[config.mk]
export PLATFORM = sky130hd
export DESIGN_NAME = gate_model_bist_flat
export DESIGN_NICKNAME = d
export VERILOG_FILES = /design/src/rtl/gate_model_bist_if.sv /design/src/rtl/gate_model_bist.sv /design/src/flat_wrapper.sv
export SDC_FILE = /design/constraint.sdc
export NUM_CORES = 1
export LEC_CHECK = 0
export BUFFER_PORTS_ARGS = -buffer_cell sky130_fd_sc_hd__buf_4
export CAP_MARGIN = 30
export CELL_PAD_IN_SITES_DETAIL_PLACEMENT = 1
export CELL_PAD_IN_SITES_GLOBAL_PLACEMENT = 1
export CORE_ASPECT_RATIO = 0.7
export CORE_MARGIN = 3
export CORE_UTILIZATION = 30
export DETAILED_ROUTE_END_ITERATION = 10
export GPL_TIMING_DRIVEN = 0
export PLACE_DENSITY_LB_ADDON = 0.1
export SYNTH_ARGS = -nofsm -noshare
export SYNTH_HDL_FRONTEND = slang
export SYNTH_SLANG_ARGS = --single-unit
[constraint.sdc]
create_clock -name clk -period 4.57 [get_ports clk]
set_input_delay 0.2285 -clock clk [delete_from_list [all_inputs] [get_ports clk]]
set_output_delay 0.2285 -clock clk [all_outputs]
set_load 0.02 [all_outputs]
[src/rtl/gate_model_bist_if.sv]
// Bus between the gate-model BIST wrapper and its environment.
// The master side drives start/num_pat/response; the slave side is the BIST engine.
interface gate_model_bist_if #(
    parameter int N_IN  = 18,
    parameter int N_OUT = 10,
    parameter int CNT_W = 16
);
    logic             start;
    logic [CNT_W-1:0] num_pat;
    logic [N_IN-1:0]  pattern;
    logic [N_OUT-1:0] response;
    logic             busy;
    logic             done;
    logic [N_OUT-1:0] signature;
    logic [CNT_W-1:0] pat_cnt;

    modport master (
        output start, num_pat, response,
        input  pattern, busy, done, signature, pat_cnt
    );

    modport slave (
        input  start, num_pat, response,
        output pattern, busy, done, signature, pat_cnt
    );
endinterface

[src/rtl/gate_model_bist.sv]
// LFSR stimulus / MISR compaction self-test wrapper for combinational gate models.
// Optional macro GM_BIST_PIPE_EN registers the model response ahead of the MISR.
module gate_model_bist #(
    parameter int               N_IN      = 18,
    parameter int               N_OUT     = 10,
    parameter int               CNT_W     = 16,
    parameter logic [N_IN-1:0]  LFSR_POLY = 18'h30000,
    parameter logic [N_IN-1:0]  LFSR_SEED = 18'h00001,
    parameter logic [N_OUT-1:0] MISR_POLY = 10'h240
) (
    input logic              clk,
    input logic              rst_n,
    gate_model_bist_if.slave bus
);
    localparam logic [2:0] S_IDLE  = 3'd0;
    localparam logic [2:0] S_LOAD  = 3'd1;
    localparam logic [2:0] S_RUN   = 3'd2;
`ifdef GM_BIST_PIPE_EN
    localparam logic [2:0] S_FLUSH = 3'd3;
`endif
    localparam logic [2:0] S_DONE  = 3'd4;

    // An all-zero seed would lock the LFSR, so it is replaced by 1.
    localparam logic [N_IN-1:0]  SEED_C = (LFSR_SEED == {N_IN{1'b0}}) ?
                                          {{(N_IN-1){1'b0}}, 1'b1} : LFSR_SEED;
    localparam logic [CNT_W-1:0] ONE_C  = {{(CNT_W-1){1'b0}}, 1'b1};

    function automatic logic [N_IN-1:0] lfsr_step(input logic [N_IN-1:0] s);
        return {s[N_IN-2:0], ^(s & LFSR_POLY)};
    endfunction

    function automatic logic [N_OUT-1:0] misr_step(input logic [N_OUT-1:0] m,
                                                   input logic [N_OUT-1:0] r);
        return {m[N_OUT-2:0], ^(m & MISR_POLY)} ^ r;
    endfunction

    logic [2:0]       state_r, state_nxt_s;
    logic [N_IN-1:0]  lfsr_r, lfsr_nxt_s;
    logic [N_OUT-1:0] misr_r, misr_nxt_s;
    logic [CNT_W-1:0] cnt_r, cnt_nxt_s;
    logic [CNT_W-1:0] num_r, num_nxt_s;
    logic [CNT_W-1:0] num_m1_s;
    logic             busy_r, busy_nxt_s;
    logic             done_r, done_nxt_s;
`ifdef GM_BIST_PIPE_EN
    logic [N_OUT-1:0] resp_r, resp_nxt_s;
    logic             first_r, first_nxt_s;
`endif

    assign num_m1_s = num_r - ONE_C;

    // Next-state and datapath update for the session FSM.
    always_comb begin
        state_nxt_s = state_r;
        lfsr_nxt_s  = lfsr_r;
        misr_nxt_s  = misr_r;
        cnt_nxt_s   = cnt_r;
        num_nxt_s   = num_r;
`ifdef GM_BIST_PIPE_EN
        resp_nxt_s  = resp_r;
        first_nxt_s = first_r;
`endif
        case (state_r)
            S_IDLE, S_DONE: begin
                if (bus.start) begin
                    num_nxt_s   = bus.num_pat;
                    state_nxt_s = S_LOAD;
                end else begin
                    state_nxt_s = state_r;
                end
            end
            S_LOAD: begin
                lfsr_nxt_s = SEED_C;
                misr_nxt_s = {N_OUT{1'b0}};
                cnt_nxt_s  = {CNT_W{1'b0}};
`ifdef GM_BIST_PIPE_EN
                first_nxt_s = 1'b1;
`endif
                if (num_r == {CNT_W{1'b0}}) begin
                    state_nxt_s = S_DONE;
                end else begin
                    state_nxt_s = S_RUN;
                end
            end
            S_RUN: begin
                lfsr_nxt_s = lfsr_step(lfsr_r);
`ifdef GM_BIST_PIPE_EN
                // The register is empty on the first RUN cycle, so nothing is compacted yet.
                resp_nxt_s  = bus.response;
                first_nxt_s = 1'b0;
                if (!first_r) begin
                    misr_nxt_s = misr_step(misr_r, resp_r);
                    cnt_nxt_s  = cnt_r + ONE_C;
                end else begin
                    cnt_nxt_s  = cnt_r;
                end
                if (cnt_nxt_s == num_m1_s) begin
                    state_nxt_s = S_FLUSH;
                end else begin
                    state_nxt_s = S_RUN;
                end
`else
                misr_nxt_s = misr_step(misr_r, bus.response);
                cnt_nxt_s  = cnt_r + ONE_C;
                if (cnt_r == num_m1_s) begin
                    state_nxt_s = S_DONE;
                end else begin
                    state_nxt_s = S_RUN;
                end
`endif
            end
`ifdef GM_BIST_PIPE_EN
            S_FLUSH: begin
                misr_nxt_s  = misr_step(misr_r, resp_r);
                cnt_nxt_s   = cnt_r + ONE_C;
                state_nxt_s = S_DONE;
            end
`endif
            default: begin
                state_nxt_s = S_IDLE;
            end
        endcase
        busy_nxt_s = (state_nxt_s != S_IDLE) && (state_nxt_s != S_DONE);
        done_nxt_s = (state_nxt_s == S_DONE);
    end

    // State and output registers; reset abandons any session in progress.
    always_ff @(posedge clk) begin
        if (!rst_n) begin
            state_r <= S_IDLE;
            lfsr_r  <= SEED_C;
            misr_r  <= {N_OUT{1'b0}};
            cnt_r   <= {CNT_W{1'b0}};
            num_r   <= {CNT_W{1'b0}};
            busy_r  <= 1'b0;
            done_r  <= 1'b0;
`ifdef GM_BIST_PIPE_EN
            resp_r  <= {N_OUT{1'b0}};
            first_r <= 1'b0;
`endif
        end else begin
            state_r <= state_nxt_s;
            lfsr_r  <= lfsr_nxt_s;
            misr_r  <= misr_nxt_s;
            cnt_r   <= cnt_nxt_s;
            num_r   <= num_nxt_s;
            busy_r  <= busy_nxt_s;
            done_r  <= done_nxt_s;
`ifdef GM_BIST_PIPE_EN
            resp_r  <= resp_nxt_s;
            first_r <= first_nxt_s;
`endif
        end
    end

    assign bus.pattern   = lfsr_r;
    assign bus.signature = misr_r;
    assign bus.pat_cnt   = cnt_r;
    assign bus.busy      = busy_r;
    assign bus.done      = done_r;
endmodule

[src/flat_wrapper.sv]
// flat-port wrapper written by rule: the top's interface ports become plain ports
module gate_model_bist_flat 
#(
    parameter int               N_IN      = 18,
    parameter int               N_OUT     = 10,
    parameter int               CNT_W     = 16,
    parameter logic [N_IN-1:0]  LFSR_POLY = 18'h30000,
    parameter logic [N_IN-1:0]  LFSR_SEED = 18'h00001,
    parameter logic [N_OUT-1:0] MISR_POLY = 10'h240
)
  (clk, rst_n, bus_start, bus_num_pat, bus_response, bus_pattern, bus_busy, bus_done, bus_signature, bus_pat_cnt);
  gate_model_bist_if #(.N_IN(N_IN), .N_OUT(N_OUT), .CNT_W(CNT_W)) bus_i ();
  input logic clk;
  input logic rst_n;
  input wire logic [$bits(bus_i.start)-1:0] bus_start;
  input wire logic [$bits(bus_i.num_pat)-1:0] bus_num_pat;
  input wire logic [$bits(bus_i.response)-1:0] bus_response;
  output wire logic [$bits(bus_i.pattern)-1:0] bus_pattern;
  output wire logic [$bits(bus_i.busy)-1:0] bus_busy;
  output wire logic [$bits(bus_i.done)-1:0] bus_done;
  output wire logic [$bits(bus_i.signature)-1:0] bus_signature;
  output wire logic [$bits(bus_i.pat_cnt)-1:0] bus_pat_cnt;
  assign bus_i.start = bus_start;
  assign bus_i.num_pat = bus_num_pat;
  assign bus_i.response = bus_response;
  assign bus_pattern = bus_i.pattern;
  assign bus_busy = bus_i.busy;
  assign bus_done = bus_i.done;
  assign bus_signature = bus_i.signature;
  assign bus_pat_cnt = bus_i.pat_cnt;
  gate_model_bist #(.N_IN(N_IN), .N_OUT(N_OUT), .CNT_W(CNT_W), .LFSR_POLY(LFSR_POLY), .LFSR_SEED(LFSR_SEED), .MISR_POLY(MISR_POLY)) u_core (.clk(clk), .rst_n(rst_n), .bus(bus_i));
endmodule
Word level (Yosys, flattened, before mapping)
Cells that the tools add are included.
- bits in registers: 65
- word-level logic and storage cells: 32
- mux-type cells: 7
- add/subtract/negate cells: 2
- reductions and logical operators: 9
- equal/unequal tests: 6
- bitwise operators: 1
- operators with widths (kind ; count):
    case mux 18 bit (2 select lines) ; 1
    case mux 16 bit (2 select lines) ; 1
    case mux 10 bit (2 select lines) ; 1
    parity 18 bit ; 1
    adder 16 x 1 -> 16 bit (second input constant) ; 1
    equality test 16 bit ; 1
    zero test 16 bit ; 1
    subtractor 16 x 1 -> 16 bit (second input constant) ; 1
    parity 10 bit ; 1
    XOR 10 bit ; 1
    2-to-1 mux 3 bit ; 3
    case mux 3 bit (3 select lines) ; 1
    equality test 3 bit (second input constant) ; 2
    equality test 3 x 1 -> 1 bit (second input constant) ; 1
    equality test 3 x 2 -> 1 bit (second input constant) ; 1
    zero test 3 bit ; 1
    != test 3 bit (second input constant) ; 1
    nonzero test 3 bit ; 1
    AND reduction 2 bit ; 1
    nonzero test 2 bit ; 1
    OR reduction 2 bit ; 1
    logical AND 1 bit ; 1

Longest topological paths before layout
Gate-level depths: netlist of run 1.
- word-level depth: 6
- gate-level depth with buffers: 8
- gate-level depth less buffers: 8

Least setup slack after synthesis of run 1
No wires, ideal clock.
- path type: register to register
- start: register u_core.num_r[0]
- end: register u_core.state_r[1]
- path slack: 2384 ps
- clock period less this slack: 2186 ps
- buffers on the path: 0
- arrival: 2057 ps
- stages on the path, launching flop included: 9
- library setup time: 128 ps
- cells stage by stage: dfxtp_1 -> inv_1 -> ha_1 -> xnor2_1 -> a211oi_2 -> o211ai_1 -> a2111o_1 -> a2111oi_4 -> o21bai_1
- longest elaborated chain between the ends: 4
- elaborated cells between the ends (all ways): 6
- those cells by class: add/sub (1); eq/ne (1); mux (3); reduce/logical (1)
- ends and longest elaborated chain (element ; line ; RTL):
    start: declaration ; gate_model_bist.sv:41 ; logic [CNT_W-1:0] num_r, num_nxt_s;
    start signal: assignment ; gate_model_bist.sv:134 ; num_r <= {CNT_W{1'b0}};
    start signal: assignment ; gate_model_bist.sv:146 ; num_r <= num_nxt_s;
    subtractor 16 x 1 -> 16 bit ; gate_model_bist.sv:50 ; assign num_m1_s = num_r - ONE_C;
    equality test 16 bit ; gate_model_bist.sv:105 ; if (cnt_r == num_m1_s) begin
    2-to-1 mux 3 bit ; gate_model_bist.sv:105 ;
    case mux 3 bit (3 select lines) (*) ; gate_model_bist.sv:63 ; case (state_r)
    end signal: assignment ; gate_model_bist.sv:142 ; state_r <= state_nxt_s;
    end: declaration ; gate_model_bist.sv:37 ; logic [2:0] state_r, state_nxt_s;
Mark *: on every way between the ends. The rest lies on a longest branch, timed or not.
A chain may end at the register's enable or synchronous reset.

Final worst setup path of run 1
- start: register u_core.num_r[2]
- end: register u_core.busy_r (netlist: u_core.bus.busy)
- longest elaborated chain between the ends: 6
- elaborated cells between the ends (all ways): 9
- those cells by class: add/sub (1); eq/ne (2); mux (3); reduce/logical (3)
- ends and longest elaborated chain (element ; line ; RTL):
    subtractor 16 x 1 -> 16 bit ; gate_model_bist.sv:50 ;
    equality test 16 bit ; gate_model_bist.sv:105 ;
    2-to-1 mux 3 bit ; gate_model_bist.sv:105 ;
    case mux 3 bit (3 select lines) (*) ; gate_model_bist.sv:63 ;
    != test 3 bit or nonzero test 3 bit (tied branches) ; gate_model_bist.sv:123 ; busy_nxt_s = (state_nxt_s != S_IDLE) && (state_nxt_s != S_DONE);
    logical AND 1 bit (*) ; gate_model_bist.sv:123 ;
    end signal: assignment ; gate_model_bist.sv:147 ; busy_r <= busy_nxt_s;
    end: declaration ; gate_model_bist.sv:43 ; logic busy_r, busy_nxt_s;
Marks and branches as above.

==> results of run 1 <==
## worst max-delay path by stage
stage | start | end | slack [ns] | depth (start not counted)
finish | u_core.num_r[2]$_SDFFE_PN0P_ | u_core.bus.busy$_SDFF_PN0_ | 1.94 | 7
global route | u_core.state_r[1]$_SDFF_PN0_ | u_core.bus.pat_cnt[15]$_SDFFE_PN0P_ | 1.65 | 6
CTS | u_core.num_r[2]$_SDFFE_PN0P_ | u_core.state_r[1]$_SDFF_PN0_ | 1.98 | 7
detailed placement | u_core.num_r[2]$_SDFFE_PN0P_ | u_core.state_r[1]$_SDFF_PN0_ | 1.99 | 7
global placement | u_core.num_r[2]$_SDFFE_PN0P_ | u_core.bus.busy$_SDFF_PN0_ | 2.00 | 7
floorplan | u_core.num_r[0]$_SDFFE_PN0P_ | u_core.state_r[1]$_SDFF_PN0_ | 2.38 | 8
## worst min-delay path: cells and delay by family
family | cells | cell delay, ns
compound gates | 1 | 0.06
buf+inv | 1 | 0.11
simple gates | 1 | 0.04
## synth_stat cells, drive strengths merged, types with 4 or more instances
master and number:
dfxtp 65, nand2 46, xor2 19, a22oi 28, a21oi 6, o21ai 10
nor2b 32, nor2 14, or3 5, o211ai 4, and2 10, a21boi 22
mux2i 5, xnor2 12, nand2b 6, nand4 4, and3 7, nand3 10
clkbuf 19, nor3 8, inv 6
## through the flow
step	hold WS, ns	cells
6_report	0.156	615
3_3_place_gp	0.493	599
5_1_grt	0.156	615
3_5_place_dp	0.502	599
2_1_floorplan	0.373	378
4_1_cts	0.149	615
## per-layer routing
layer  track usage  wire length [um]
met5             0                 0
met4        0.0490                87
met3        0.0460               555
met2         0.250              4360
met1         0.233              4990
## logic make-up (layout without fill, tap and decap cells)
family                   Yosys count  after routing  synth area share
flip-flops                        65             65             0.395
adder cells (fa/ha/maj)            2              2           0.00760
XOR/XNOR                          31             31            0.0824
buffers and inverters             28            117            0.0357
multiplexers                       5              5            0.0152
AND/OR/NAND/NOR                  156            156             0.257
AO/OA/AOI/OAI                     91             91             0.207
## area by class of cell
class                      instances  area [um2]
fill                            1252        6200
inverter                           6        22.5
timing repair buffer              73         548
clock inverter                     4        27.5
clock buffer                      12         256
tap                              148         185
buffer                            22        95.1
sequential                        65        1300
multi-input combinational        285        1870
## power breakdown
group	switching, mW	internal (mW)	total, mW
registers	0.0254	0.588	0.613
clock network	0.251	0.395	0.647
logic	0.146	0.107	0.254
## state kept, by name, summed over array words and instances, names as in the netlist
signal,flops
u_core.state_r,3
u_core.bus.pat_cnt,16
u_core.bus.signature,10
u_core.bus.done,1
u_core.num_r,16
u_core.bus.busy,1
u_core.bus.pattern,18
==> results.tsv, run 1 <==
metric	value	unit
Synth top area share	0.395	
P_leak	1.73	nW
TritonCTS clock tree	done	
cts bufs inserted	9	
Synth Area per Inst	8.71	um2
vias per cell	4.99	
CP max FO	7	
global route overflow	0	
final clock skew	0.00743	ns
Critical Path Max Stage Delay	0.72	ns
Critical Path End Type	register	
Port Buffers	73	
ys flop type	dfxtp_1	
hold depth	3	
Clock Latency Late Sink	0.33	ns
Final Cell Area	0.00431	mm2
kind of cell adding the most delay to the critical path	simple AND/OR/NAND/NOR gates	
hold_sp	bus_num_pat[3]	
outcome	finished, final reports clean	
clock slew at reported path FFs	0.06	ns
Reg2Reg Depth	7	
DRT antenna net count	0	
first-pass GRT wire length	16300	um
DP Area	0.00403	mm2
share of the yosys chip area belonging to registers	0.395	
worst-margin pin slew	0.805	ns
Final Max Tran Viols	0	
Die Area	0.0123	mm2
setup violators final	0	
Setup TNS	0	ns
Post-CTS Hold Fix Bufs	0	
Die W	131	um
ys async rst share	0	
Crit path arrival time	2.84	ns
fin crit period	2.63	ns
Cell Chain, Critical Path	buf_6, nor4_2, and3_2, mux2i_1, nand4_1, a2111oi_4, o21ai_1	
Starting Density	0.313	
yosys warns	0	
Area Overhead vs Synth	30.9	%
Final GP Congestion	0.834	
final cell utilization of the core	0.410	
reg2reg end	u_core.bus.busy$_SDFF_PN0_	
Clock Tree Buf Depth	2	
Post-synth EDFFs	0	
Critical Path Slowest Stage Cell	nor4_2	
Max Cap Violations	0	
nets@finish	493	
DRC	0	
largest net degree at the start of global routing	12	
total track usage	0.166	
Core Rows	31	
root buffer cell	clkbuf_16	
CP required	4.78	ns
Buffers & Inverters on Critical Path	1	
1st-pass router iterations	4	
Synth cell types	56	
Setup CP Type	reg2reg	
largest area contributor in the synthesized netlist	dfxtp_1	
reg2reg start	u_core.num_r[2]$_SDFFE_PN0P_	
r2r setup slk	1.94	ns
vias in the first global route	3100	
synth top area cells	dfxtp_1, a22oi_1, nor2b_1, nand2_1, xor2_1	
Hold Path Sink	u_core.num_r[3]$_SDFFE_PN0P_	
slew margin rel.	0.459	
# clock sinks	65	
most frequent cells in the layout	buf_4, dfxtp_1, nand2_1	
total chip power	1.51	mW
post-CTS setup buffer count	0	
WL final	10000	um
peak supply drop	0.187	mV
Power Dens Cells	351	mW/mm2
dpl ws	1.99	ns
layout cells sized above 1	0.223	
hpwl dp	7510	um
IO Count	75	
core area	0.0105	mm2
most common cell after layout, fill and taps aside	buf_4	
antenna violations before repair	0	
synthesis-stage register bit count	65	
Syn Std Cell Area	0.00329	mm2
Chip Height	93.7	um
Resize count post-CTS	0	
Iter 0 DRT Violations	173	
max frequency	0.380	GHz
final period utilization	0.576	
n_diodes	0	
hold crit path type	in2reg	
critical path startpoint category	register	
Worst Setup Slack, final	1.94	ns
RSZ-0062 raised after global routing	false	
H-tree Lvls	3	
vias after detailed routing	3066	
cells after synthesis	378	
post-synth net total	409	
wire per inst	16.3	um
Final Hold Fails	0	
Note: power is estimated with default switching activity, not from simulation.
==> run 2: changes to the inputs <==
- ABC_AREA: unset -> 1
- clock period: 4.57 -> 2.65 ns (I/O delays scaled with it)
==> results.tsv, run 2 <==
metric	value	unit	change
1st-pass router iterations	4		unchanged
nets@finish	612		+24%
Synth top area share	0.391		-0.00460
Critical Path End Type	register		
# clock sinks	65		unchanged
Syn Std Cell Area	0.00333	mm2	+1.2%
outcome	finished, final reports clean		
Setup TNS	0	ns	unchanged
Chip Height	94.2	um	+0.55%
CP required	2.91	ns	-1.87 ns
Synth Area per Inst	6.72	um2	-23%
vias per cell	4.83		-3.2%
count leader, synth	nand2_1		
main combinational cell family by area after synthesis	simple AND/OR/NAND/NOR gates		
cells after synthesis	496		+31%
Synth cell types	31		-45%
Power Dens Cells	694	mW/mm2	+98%
Die W	132	um	+0.56%
cts bufs inserted	9		unchanged
largest net degree at the start of global routing	13		+1
Reg2Reg Depth	13		+6
post-synthesis adder-cell area fraction	0.00751		-0.0000885
Synth Area in Compound Gates	0.148		-0.0591
Critical Path Slowest Stage Cell	dfxtp_1		
top post-synthesis cells by count	nand2_1, dfxtp_1, a21oi_1		
worst-margin pin slew	0.641	ns	-0.164 ns
ys async rst share	0		unchanged
synthesis-stage register bit count	65		unchanged
hold depth	3		unchanged
IO Count	75		unchanged
Clock Latency Late Sink	0.34	ns	about the same
wire per inst	16.0	um	-1.8%
synth top area cells	dfxtp_1, nand2_1, a21oi_1, inv_1, nor2_1		
global route overflow	0		unchanged
hold crit path type	in2reg		
kind of cell adding the most delay to the critical path	simple AND/OR/NAND/NOR gates		
critical path startpoint category	register		
Inst Count DP	718		+20%
max frequency	0.472	GHz	+24%
P_leak	1.94	nW	+12%
vias after detailed routing	3542		+16%
Crit path arrival time	2.38	ns	-0.46 ns
largest area contributor in the synthesized netlist	dfxtp_1		
Port Buffers	74		+1.4%
reg2reg start	u_core.num_r[0]$_SDFFE_PN0P_		
setup violators final	0		unchanged
Post-CTS Hold Fix Bufs	0		unchanged
Post-synth EDFFs	0		unchanged
CP max FO	7		unchanged
most frequent cells in the layout	nand2_1, buf_4, dfxtp_1		
vias in the first global route	3608		+16%
core area	0.0106	mm2	+0.74%
Final Hold Fails	0		unchanged
final clock skew	0.00427	ns	-0.00316 ns
mux contribution to synthesized area	0		-0.0152
Final Cell Area	0.00445	mm2	+3.2%
WL final	11700	um	+17%
yosys warns	0		unchanged
layout cells sized above 1	0.179		-0.0435
Core Rows	31		unchanged
hold_sp	bus_num_pat[8]		
DP Area	0.00407	mm2	+1.1%
Cell Chain, Critical Path	inv_1, ha_1, nand2_1, nand2_1, nand2_1, nand2_1, nor2_1, nand3_1, nor2_1, nand2_1, nor2_1, nand4_1, a21oi_1		
Resize count post-CTS	0		unchanged
Setup CP Type	reg2reg		
DRC	0		unchanged
max FFs per register	18		unchanged
post-synthesis xor/xnor area fraction	0.0526		-0.0299
Critical Path Max Stage Delay	0.37	ns	-0.35 ns
Hold Path Sink	u_core.num_r[8]$_SDFFE_PN0P_		
ys flop type	dfxtp_1		
reg2reg end	u_core.bus.done$_SDFF_PN0_		
non-filler instance count after layout	734		+19%
Final GP Congestion	0.801		-4.0%
share of the yosys chip area belonging to registers	0.391		-0.00460
H-tree Lvls	3		unchanged
clock slew at reported path FFs	0.06	ns	about the same
RSZ-0062 raised after global routing	false		
Max Cap Violations	0		unchanged
crit-path most repeated cell	nand2_1		
hpwl dp	8960	um	+19%
fin crit period	2.12	ns	-0.514 ns
total track usage	0.193		+0.0267
Final Max Tran Viols	0		unchanged
Starting Density	0.315		+0.00137
Area Overhead vs Synth	33.5	%	
Buffers & Inverters on Critical Path	1		unchanged
Clock Tree Buf Depth	2		unchanged
Iter 0 DRT Violations	197		+14%
slew margin rel.	0.573		+0.114
n_diodes	0		unchanged
post-CTS setup buffer count	0		unchanged
post-synthesis simple-gate area fraction	0.328		+0.0714
Die Area	0.0124	mm2	+1.1%
first-pass GRT wire length	19000	um	+17%
TritonCTS clock tree	done		
final period utilization	0.799		+0.223
antenna violations before repair	0		unchanged
peak supply drop	0.328	mV	+75%
DRT antenna net count	0		unchanged
r2r setup slk	0.53	ns	-1.41 ns
root buffer cell	clkbuf_16		
post-synth net total	527		+29%
most common cell after layout, fill and taps aside	nand2_1		
run 2: changes by cell type in the layout (fill, tap and decap cells not counted), sizes merged, moves of 22 or more:
| cell | before | now |
|---|---|---|
| a21boi | 22 | 0 |
| a21oi | 6 | 58 |
| a22oi | 28 | 3 |
| inv | 6 | 50 |
| nand2 | 46 | 149 |
| nor2 | 14 | 51 |
| nor2b | 32 | 0 |
run 2: worst max-delay path by stage:
stage                                             from                                   to  slack (ns)  cells after the start
finish                    u_core.num_r[0]$_SDFFE_PN0P_           u_core.bus.done$_SDFF_PN0_        0.53                     13
global route              u_core.num_r[0]$_SDFFE_PN0P_         u_core.state_r[2]$_SDFF_PN0_        0.25                     12
CTS                       u_core.num_r[0]$_SDFFE_PN0P_           u_core.bus.done$_SDFF_PN0_        0.53                     13
detailed placement        u_core.state_r[0]$_SDFF_PN0_        u_core.num_r[14]$_SDFFE_PN0P_        0.56                      5
global placement          u_core.state_r[0]$_SDFF_PN0_         u_core.num_r[5]$_SDFFE_PN0P_        0.59                      5
floorplan           u_core.bus.pat_cnt[0]$_SDFFE_PN0P_  u_core.bus.pat_cnt[14]$_SDFFE_PN0P_        0.90                      8
run 2: power by group:
group / total (mW) / internal [mW] / switching (mW)
Clock: 1.51 / 1.04 / 0.467
Combinational: 0.516 / 0.172 / 0.344
Sequential: 1.06 / 1.02 / 0.0430
run 2: layout make-up:
| type | count | area, um2 |
|---|---|---|
| flip-flops and latches | 65 | 1300 |
| repair buffers | 74 | 556 |
| well taps | 148 | 185 |
| clock inverters | 6 | 138 |
| clock buffers | 10 | 239 |
| plain buffers | 15 | 60.1 |
| fillers | 1358 | 6140 |
| inverters | 49 | 184 |
| multi-input cells | 367 | 1790 |
run 2: cells by family after synthesis:
logic type	count (synthesis)
AND/OR/NAND/NOR	252
adder cells (fa/ha/maj)	2
AO/OA/AOI/OAI	93
flip-flops	65
XOR/XNOR	20
buffers and inverters	64
run 2: worst register-to-register path, cell delays in order (launching register included):
cell	delay, ns
dfxtp_1	0.37
inv_1	0.09
ha_1	0.31
nand2_1	0.18
nand2_1	0.07
nand2_1	0.10
nand2_1	0.07
nor2_1	0.15
nand3_1	0.09
nor2_1	0.12
nand2_1	0.08
nor2_1	0.10
nand4_1	0.15
a21oi_1	0.17
run 2: stage by stage:
stage               utilization  power (mW)  worst slack (ns)  hold slack (ns)
floorplan                     -        1.40             0.896            0.271
global placement          0.385        1.57             0.593            0.384
detailed placement        0.385        1.59             0.556            0.402
CTS                       0.420        3.13             0.532           0.0466
global route              0.420        3.24             0.251           0.0633
finish                    0.420        3.09             0.533           0.0541
run 2: metal layers:
layer / vias up / GRT usage / part of all wire
met4: 0 / 0.0367 / 0.0071
met5: - / 0 / 0
met2: 97 / 0.286 / 0.42
met3: 6 / 0.0600 / 0.061
li1: 1784 / - / -
met1: 1655 / 0.275 / 0.51
==> run 3: changes to the inputs <==
- ABC_AREA: 1 -> 0
- clock period: 2.65 -> 2.2 ns (I/O delays scaled with it)
==> results.tsv, run 3 (synthesized netlist as in run 1, its figures left out) <==
metric	value	unit	change
Crit path arrival time	2.51	ns	+0.13 ns
layout cells sized above 1	0.289		+0.110
hold crit path type	in2reg		
total track usage	0.169		-0.0242
most frequent cells in the layout	buf_4, dfxtp_1, nand2_1		
Power Dens Cells	709	mW/mm2	+2.1%
Critical Path Max Stage Delay	0.43	ns	+0.06 ns
DRC	0		unchanged
failing checks	setup timing		
1st-pass router iterations	4		unchanged
Starting Density	0.313		-0.00137
Chip Height	93.7	um	-0.55%
Psw	908	uW	+6.3%
Setup CP Type	reg2reg		
Buffers & Inverters on Critical Path	2		+1
hold slack	0.0285	ns	-0.0256 ns
hpwl dp	7510	um	-16%
critical path startpoint category	register		
max FFs per register	18		unchanged
final period utilization	1.02		+0.216
largest net degree at the start of global routing	12		-1
kind of cell adding the most delay to the critical path	compound AO/OA/AOI/OAI gates		
Cell Chain, Critical Path	buf_6, or3_4, a211oi_2, o211ai_1, a2111o_1, a2111oi_4, buf_4, o211a_1		
Final GP Congestion	0.834		+4.2%
Clock Tree Buf Depth	2		unchanged
final clock skew	0.00673	ns	+0.00246 ns
DRT antenna net count	0		unchanged
WL final	10200	um	-13%
root buffer cell	clkbuf_16		
Int Power	2.32	mW	+4.0%
most common cell after layout, fill and taps aside	buf_4		
area used by multi-input combinational logic	0.00199	mm2	+11%
H-tree Lvls	3		unchanged
worst-margin pin slew	0.615	ns	-0.0258 ns
Critical Path End Type	register		
antenna violations before repair	0		unchanged
vias in the first global route	3180		-12%
max frequency	0.448	GHz	-5.2%
Post-CTS Hold Fix Bufs	0		unchanged
global route overflow	0		unchanged
sequential cell area	0.00132	mm2	+1.4%
fin crit period	2.23	ns	+0.116 ns
CP max FO	5		-2
TritonCTS clock tree	done		
RSZ-0062 raised after global routing	true		
CP required	2.48	ns	-0.43 ns
nets@finish	504		-18%
wire per inst	16.3	um	+2.2%
# fillers	1236		-9.0%
Iter 0 DRT Violations	179		-9.1%
IO Count	75		unchanged
clock slew at reported path FFs	0.06	ns	about the same
Clock Latency Late Sink	0.33	ns	about the same
n_diodes	0		unchanged
# clock sinks	65		unchanged
Critical Path Slowest Stage Cell	a2111o_1		
slew margin rel.	0.590		+0.0172
Max Cap Violations	0		unchanged
sequential power share	0.396		+0.053
peak supply drop	0.389	mV	+19%
P_leak	1.82	nW	-6.2%
setup violators final	4		+4
cts bufs inserted	9		unchanged
dpl ws	-0.377	ns	-0.932 ns
Logic pwr share	0.189		+0.022
Die W	131	um	-0.56%
Worst Setup Slack, final	-0.0332	ns	-0.566 ns
vias after detailed routing	3129		-12%
Core Rows	31		unchanged
Die Area	0.0123	mm2	-1.1%
Clk pwr share	0.415		-0.075
outcome	finished, violations left		
Area Overhead vs Synth	38.4	%	
core area	0.0105	mm2	-0.73%
Port Buffers	73		-1.4%
Final Max Tran Viols	0		unchanged
Switching Fraction	0.281		+0.00447
vias per cell	5.00		+3.6%
first-pass GRT wire length	16500	um	-13%
Final Hold Fails	0		unchanged
-- run 3: power by group through the flow --
stage               registers [mW]  logic, mW  clock network (mW)
finish                        1.28      0.610                1.34
global route                  1.29      0.670                1.44
CTS                           1.27      0.580                1.38
detailed placement            1.30      0.525                   0
global placement              1.30      0.514                   0
floorplan                     1.30      0.334                   0
-- run 3: path summary, 6_finish.rpt --
path / start / slack [ns] / cells after the start / end
worst min-delay path: bus_num_pat[3] / 0.03 / 3 / u_core.num_r[3]$_SDFFE_PN0P_
worst max register to register: u_core.num_r[10]$_SDFFE_PN0P_ / -0.03 / 8 / u_core.state_r[2]$_SDFF_PN0_
worst max-delay path: u_core.num_r[10]$_SDFFE_PN0P_ / -0.03 / 8 / u_core.state_r[2]$_SDFF_PN0_
worst min register to register: u_core.num_r[15]$_SDFFE_PN0P_ / 0.51 / 2 / u_core.num_r[15]$_SDFFE_PN0P_
-- run 3: through the flow --
| step | instances | TNS (ns) | power, mW | cell area (um2) | utilization |
|---|---|---|---|---|---|
| 3_5_place_dp | 599 | -2.17 | 1.82 | 4030 | 0.383 |
| 3_3_place_gp | 599 | -1.75 | 1.81 | 4030 | 0.383 |
| 2_1_floorplan | 378 | 0 | 1.64 | 3290 | - |
| 4_1_cts | 625 | -0.0921 | 3.24 | 4470 | 0.426 |
| 6_report | 626 | -0.0886 | 3.23 | 4560 | 0.434 |
| 5_1_grt | 626 | -0.430 | 3.40 | 4560 | 0.434 |
-- run 3: worst register-to-register path, delay by kind of cell, from the launching register on --
family	cells	cell delay, ns
flip-flops	1	0.31
AO/OA/AOI/OAI	5	1.17
buffers and inverters	2	0.31
AND/OR/NAND/NOR	1	0.39
-- run 3: routing by layer --
metal  part of all wire  global-route usage  up-vias  routed length [um]
li1                   -                   -     1522                   -
met1               0.50               0.234     1530                5120
met2               0.44               0.256       69                4510
met3              0.048              0.0466        8                 488
met4             0.0098              0.0498        0                 100
met5                  0                   0        -                   0
-- run 3: final cells by class --
type | instances | share of cell area
flip-flops and latches | 65 | 0.290
multi-input cells | 285 | 0.436
well taps | 148 | 0.0406
plain buffers | 21 | 0.0209
clock inverters | 4 | 0.00604
inverters | 6 | 0.00494
clock buffers | 12 | 0.0563
repair buffers | 85 | 0.146
-- run 3: what timing repair did --
action / 4_1_cts / 5_1_grt
gates cloned: 0 / 0
buffers inserted: 10 / 2
pin swaps: 11 / 8
resized for setup: 18 / 18
setup endpoints to repair: 7 / 5
